### src/rtl/instruction_fetch_unit.sv
// Instruction fetch unit: owns the PC, drives a combinational-read
// instruction memory and presents each fetched word with its PC to decode
// through a valid/ready handshake. Handles stalls, redirects and halt.
// Optional feature macro: IFU_MISALIGN_TRAP_EN. When defined, a misaligned
// redirect target raises a sticky misalign_fault and halts. When undefined,
// target bits [1:0] are cleared.
module instruction_fetch_unit #(
  parameter int                    ADDR_WIDTH  = 32,
  parameter int                    INSTR_WIDTH = 32,
  parameter logic [ADDR_WIDTH-1:0] RESET_PC    = '0
) (
  input  logic                   clk,
  input  logic                   rst_n,
  output logic [ADDR_WIDTH-1:0]  imem_address,
  input  logic [INSTR_WIDTH-1:0] imem_instruction,
  output logic                   out_valid,
  input  logic                   out_ready,
  output logic [INSTR_WIDTH-1:0] out_instruction,
  output logic [ADDR_WIDTH-1:0]  out_pc,
  input  logic                   redirect_valid,
  input  logic [ADDR_WIDTH-1:0]  redirect_target,
  input  logic                   halt_req,
  output logic                   halted
`ifdef IFU_MISALIGN_TRAP_EN
  ,
  output logic                   misalign_fault
`endif
);

  typedef enum logic {
    S_FETCH = 1'b0,
    S_HALT  = 1'b1
  } state_t;

  localparam logic [ADDR_WIDTH-1:0] PC_STEP    = ADDR_WIDTH'(4);
  localparam logic [ADDR_WIDTH-1:0] ALIGN_BITS = ADDR_WIDTH'(3);

  state_t                   state_reg, state_next;
  logic [ADDR_WIDTH-1:0]    pc_reg, pc_next;
  logic                     valid_reg, valid_next;
  logic [INSTR_WIDTH-1:0]   instr_reg, instr_next;
  logic [ADDR_WIDTH-1:0]    opc_reg, opc_next;
  logic [ADDR_WIDTH-1:0]    target_pc;
  logic                     target_bad;
  logic                     fault_reg;

`ifdef IFU_MISALIGN_TRAP_EN
  logic fault_next;

  // Target is taken verbatim; any low bit set is a fault.
  assign target_pc  = redirect_target;
  assign target_bad = |(redirect_target & ALIGN_BITS);
`else
  // Target low bits are silently cleared, so the PC stays word-aligned.
  assign target_pc  = redirect_target & ~ALIGN_BITS;
  assign target_bad = 1'b0;
  assign fault_reg  = 1'b0;
`endif

  // State register: everything returns to reset values as soon as rst_n drops.
  always_ff @(posedge clk or negedge rst_n) begin
    if (!rst_n) begin
      state_reg <= S_FETCH;
      pc_reg    <= RESET_PC;
      valid_reg <= 1'b0;
      instr_reg <= '0;
      opc_reg   <= '0;
`ifdef IFU_MISALIGN_TRAP_EN
      fault_reg <= 1'b0;
`endif
    end else begin
      state_reg <= state_next;
      pc_reg    <= pc_next;
      valid_reg <= valid_next;
      instr_reg <= instr_next;
      opc_reg   <= opc_next;
`ifdef IFU_MISALIGN_TRAP_EN
      fault_reg <= fault_next;
`endif
    end
  end

  // Next-state logic: redirect beats halt, which beats load; otherwise stall.
  always_comb begin
    state_next = state_reg;
    pc_next    = pc_reg;
    valid_next = valid_reg;
    instr_next = instr_reg;
    opc_next   = opc_reg;
`ifdef IFU_MISALIGN_TRAP_EN
    fault_next = fault_reg;
`endif
    case (state_reg)
      S_FETCH: begin
        if (redirect_valid) begin
          // Flush even if decode accepted this cycle; it consumed the old word.
          valid_next = 1'b0;
          pc_next    = target_pc;
          if (target_bad) begin
            state_next = S_HALT;
`ifdef IFU_MISALIGN_TRAP_EN
            fault_next = 1'b1;
`endif
          end
        end else if (halt_req) begin
          // pc already points at the next unfetched word, so it is left alone.
          state_next = S_HALT;
          valid_next = 1'b0;
        end else if (!valid_reg || out_ready) begin
          instr_next = imem_instruction;
          opc_next   = pc_reg;
          valid_next = 1'b1;
          pc_next    = pc_reg + PC_STEP;
        end
      end
      S_HALT: begin
        valid_next = 1'b0;
        // A faulted unit ignores redirects until reset.
        if (redirect_valid && !fault_reg) begin
          pc_next = target_pc;
          if (target_bad) begin
`ifdef IFU_MISALIGN_TRAP_EN
            fault_next = 1'b1;
`endif
          end else begin
            state_next = S_FETCH;
          end
        end
      end
      default: state_next = S_FETCH;
    endcase
  end

  assign imem_address    = pc_reg;
  assign out_valid       = valid_reg;
  assign out_instruction = instr_reg;
  assign out_pc          = opc_reg;
  assign halted          = (state_reg == S_HALT);
`ifdef IFU_MISALIGN_TRAP_EN
  assign misalign_fault  = fault_reg;
`endif

endmodule
### config.mk
export PLATFORM = sky130hd
export DESIGN_NAME = instruction_fetch_unit
export DESIGN_NICKNAME = d
export VERILOG_FILES = /design/src/rtl/instruction_fetch_unit.sv
export SDC_FILE = /design/constraint.sdc
export NUM_CORES = 1
export LEC_CHECK = 0
export BUFFER_PORTS_ARGS = -buffer_cell sky130_fd_sc_hd__buf_2
export CAP_MARGIN = 5
export CORE_MARGIN = 4
export CORE_UTILIZATION = 31
export CTS_BUF_LIST = sky130_fd_sc_hd__clkbuf_8
export DETAILED_ROUTE_END_ITERATION = 10
export HOLD_SLACK_MARGIN = 0.06
export PLACE_DENSITY = 0.55
export REMOVE_ABC_BUFFERS = 1
export SYNTH_ARGS = -nofsm -noshare
export SYNTH_HDL_FRONTEND = slang
export SYNTH_SLANG_ARGS = --single-unit
### constraint.sdc
create_clock -name clk -period 2.2 [get_ports clk]
set_input_delay 0.44 -clock clk [delete_from_list [all_inputs] [get_ports clk]]
set_output_delay 0.44 -clock clk [all_outputs]
set_load 0.02 [all_outputs]
## After elaboration in Yosys (flattened, before gate mapping)

Cells that the tools add are included.
Widths: inputs -> output; s select.

| storage, ports and cells | value |
|---|---|
| bits in registers | 98 |

| operators by class | value |
|---|---|
| eq/ne operators | 4 |
| reduce and logical (&&, ||, !) cells | 4 |
| bitwise operators | 3 |
| muxes and demuxes | 13 |
| $add $sub $neg | 1 |

Operators with widths:

| cell | count |
|---|---|
| $mux 32 | 4 |
| $pmux 32 s2 | 1 |
| $add 32x3->32 const B | 1 |
| $mux 1 | 6 |
| $ne 3x3->1 const B | 2 |
| $ne 4x4->1 const B | 1 |
| $pmux 1 s2 | 2 |
| $reduce_and 4->1 | 1 |
| $not 1->1 | 3 |
| $reduce_and 3->1 | 1 |
| $ne 2x2->1 const B | 1 |
| $logic_not 1->1 | 1 |
| $logic_or 1x1->1 | 1 |

## Logic depth before layout (Yosys ltp)

| depth | value |
|---|---|
| depth in word-level cells | 6 |
| gate-level depth with buffers | 8 |
| depth with buffers taken out | 6 |

## Worst setup path after synthesis

No wires, ideal clock.

| timing path | value |
|---|---|
| path type | reg2reg |
| from | register pc_reg[2], in the netlist imem_address[2] |
| to | register pc_reg[28], in the netlist imem_address[28] |
| required time | 2.118 ns |
| buffers on the path | 0 |
| library setup time | 0.082 ns |
| cell stages (with the launch flop) | 7 |
| arrival time | 2.047 ns |
| path slack | 0.071 ns |
| cells stage by stage | dfrtp_1 ha_1 nand3_2 nor4_4 nand2_2 or4_1 a31oi_1 |

| on the way | value |
|---|---|
| longest elaborated chain between the ends | 5 |

Ends and longest elaborated chain:

| element | line | RTL |
|---|---|---|
| from (decl) | 39 | `logic [ADDR_WIDTH-1:0] pc_reg, pc_next;` |
| from (signal assigned) | 73 | `pc_reg <= pc_next;` |
| $add 32x3->32 | 113 | `pc_next = pc_reg + PC_STEP;` |
| $mux 32 | 109 | `end else if (!valid_reg \|\| out_ready) begin` |
| $mux 32 | 105 | `end else if (halt_req) begin` |
| $mux 32 | 95 | `if (redirect_valid) begin` |
| $pmux 32 s2 | 93 | `case (state_reg)` |

Every way passes these cells. The select of a mux whose other input is x is not followed.
A chain may end at the register's enable or synchronous reset.

## Worst setup path in the final report

| timing path | value |
|---|---|
| from | register pc_reg[9], in the netlist imem_address[9] |
| to | register pc_reg[27], in the netlist imem_address[27] |

Same word-level chain as after synthesis.

==> results.py <==
metrics = {
    "layout": {
        "n_antenna_cell": 0,
        "final_cells": 847,
        "area_growth_pct": 29.97,
        "drive_gt1_frac": 0.3264,
        "fin_nets": 737,
        "regArea_um2": 2352,
        "fillers": 1422,
        "multiInputGateArea_um2": 1836,
        "design_area_um2": 5627,
    },
    "sta": {
        "hold_viol_final": 0,
        "period_minus_slack_ns": 1.994,
        "worst_slew_margin_rel": 0.5313,
        "setup_viol": 0,
        "clock_skew_ns": 0.01252,
        "rsz0062_at_grt": "false",
        "finalSetupTns_ns": 0,
        "fin_crit_sh": 0.9065,
        "final-max-slew-violation-count": 0,
        "timing.fmax_mhz": 501.4,
        "tightest_slew_ns": 0.6976,
    },
    "global_routing": {
        "grtUsageTotal": 0.1628,
        "grt_pass1_vias": 3942,
        "grt_max_degree": 46,
        "antenna_found_initial": 0,
        "grt_pass1_wl_um": 20870,
        "grt-ovfl-total": 0,
    },
    "power_and_ir_drop": {
        "p_per_area_nw_per_um2": 835.5,
        "ir_drop_uv": 345.4,
        "p_total_mw": 4.701,
        "power_leakage_nw": 2.905,
    },
    "cts": {
        "cts_resized": 0,
        "ctsLongestPathBuffers": 2,
        "path_clk_slew_ns": 0.09,
        "clock_tree.htree_level_count": 3,
        "cts_sinks": 94,
        "worstSkewPairLatency_ns": 0.37,
        "cts_setup_buffers": 0,
        "cts_buffers": 9,
        "hold_buffers": 1,
        "cts-root-buf": "clkbuf_8",
        "cts_tree": "built",
    },
    "detailed_routing": {
        "wirelength_um": 13020,
        "drcViolationCount": 0,
        "drt-initial-drc-count": 183,
        "first_pass_iters": 4,
        "num_vias": 4017,
        "wire_per_inst_um": 15.37,
        "drt-vias-per-instance": 4.743,
        "ant_nets": 0,
    },
    "worst_setup_path": {
        "timing.critical_path.slowest_cell_delay_ns": 0.54,
        "crit_path_start_kind": "flip-flop",
        "crit_fanout": 9,
        "crit_path_top_delay_cell": "dfrtp_1",
        "cp-end-kind": "flip-flop",
        "cp_top_family": "simple AND/OR/NAND/NOR gates",
        "cp.required_ns": 2.46,
        "setup.worst_path.class": "flip-flop to flip-flop",
        "cp_cell_sequence": "nand4_4, nor4_4, nand2_2, or3_1, o311ai_1",
        "path_buf_inv": 0,
        "cp_data_arrival_time_ns": 2.26,
    },
    "synth": {
        "synth_area_um2": 4329,
        "synth_edf_count": 0,
        "yosysWarnings": 0,
        "yosysMostFrequentCell": "nand2_1",
        "synth.distinct_cells": 54,
        "async_flop_share": 1.000,
        "ys_ff_latch": 94,
        "synthCells": 497,
        "syn_avg_cell_area_um2": 8.711,
        "ys_seq_area_frac": 0.5434,
        "synth_ff_type": "dfrtp_1",
        "synth_top_area_share": 0.5434,
        "synth_area_leader_cell": "dfrtp_1",
        "synth_area_leaders": "dfrtp_1 (54%), nand2_1 (17%), nor2_1 (2.9%)",
        "synthTopCellsByCount": "nand2_1 (199), dfrtp_1 (94), nor2_1 (33)",
    },
    "status": {
        "status": "completed",
    },
    "floorplanning": {
        "core_um2": 13450,
        "die_height_um": 126.2,
        "io_pins": 167,
        "initial_utilization": 0.3218,
        "row_count": 42,
        "die_w_um": 126.2,
        "fp.dieArea_um2": 15920,
    },
    "placement": {
        "dp_hpwl_um": 9757,
        "io_buffers": 160,
        "place.gp.congestion": 0.8556,
        "postPlaceCellArea_um2": 5443,
        "dp_cells": 831,
    },
    "worst_hold_path": {
        "min_path_type": "input port to flip-flop",
    },
    "job": {
        "drv_cap": 0,
    },
}
## final cells by class
type / count / share of cell area
Clock inverter: 4 / 0.004003
Tap cell: 176 / 0.03914
Inverter: 3 / 0.002001
Sequential cell: 94 / 0.4181
Clock buffer: 11 / 0.02691
Multi-Input combinational cell: 372 / 0.3262
Timing Repair Buffer: 187 / 0.1837
## through the flow
step,utilization,worst slack [ns],hold slack (ns)
2_1_floorplan,-,-1.185,0.1444
5_1_grt,0.4182,0.004301,0.2445
4_1_cts,0.4182,0.1878,0.2407
3_3_place_gp,0.4046,0.2840,0.4492
6_report,0.4182,0.2056,0.2577
3_5_place_dp,0.4046,0.2026,0.4404
## layout by cell type (no fill, tap or decap), types with 3 or more instances in the layout
master,Yosys,layout
nand2_1,199,198
buf_2,0,159
dfrtp_1,94,94
nor2_1,33,32
buf_4,5,25
a21oi_1,21,20
o21ai_0,18,18
nand3_1,12,12
clkbuf_8,0,11
nand4_1,8,8
nor3_1,7,7
o22ai_1,7,7
a2bb2oi_1,7,7
a31oi_1,5,5
and3_1,4,4
a211oi_1,4,4
conb_1,1,4
nand2_2,2,3
inv_1,3,3
and2_1,3,3
o22a_1,3,3
clkinv_2,0,3
## where the power goes
group | switching [mW] | total (mW) | leakage, nW | internal [mW]
Combinational | 0.913 | 1.41 | 1.68 | 0.494
Sequential | 0.220 | 2.24 | 1.14 | 2.02
Clock | 0.594 | 1.05 | 0.0910 | 0.461
## kinds of logic after synthesis
logic type | after synthesis | share of synthesized area
flops | 94 | 0.5434
other cells | 1 | 0.0008662
compound gates | 82 | 0.1234
simple gates | 284 | 0.2887
fa+ha+maj | 1 | 0.002890
xor+xnor | 1 | 0.002023
buf+inv | 34 | 0.03873
## final timing paths
kind	from	endpoint	slack, ns	cells past startpoint
worst max-delay path	imem_address[9]	imem_address[27]	0.21	5
worst min-delay path	imem_instruction[24]	out_instruction[24]	0.26	3
worst max register to register	imem_address[9]	imem_address[27]	0.21	5
worst min register to register	out_pc[16]	out_pc[16]	0.48	2
max in group asynchronous	rst_n	out_instruction[16]	1.02	3
min in group asynchronous	rst_n	out_pc[10]	0.56	2
## flip-flops by register name, summed over array words and instances (netlist names)
name	cells
halted	1
imem_address	30
out_instruction	32
out_pc	30
out_valid	1
## worst reg2reg max path: stages (launching register included)
cell and delay (ns):
dfrtp_1 0.54, nand4_4 0.20, nor4_4 0.45, nand2_2 0.13
or3_1 0.31, o311ai_1 0.25
## layer usage
layer | vias to the layer above | wire length [µm] | GRT usage
met4 | 0 | 125 | 0.05868
met5 | - | 0 | 0
met1 | 1888 | 5829 | 0.2111
li1 | 2002 | - | -
met3 | 7 | 832 | 0.03895
met2 | 120 | 6233 | 0.2660
Note: power is estimated with default switching activity, not from simulation.
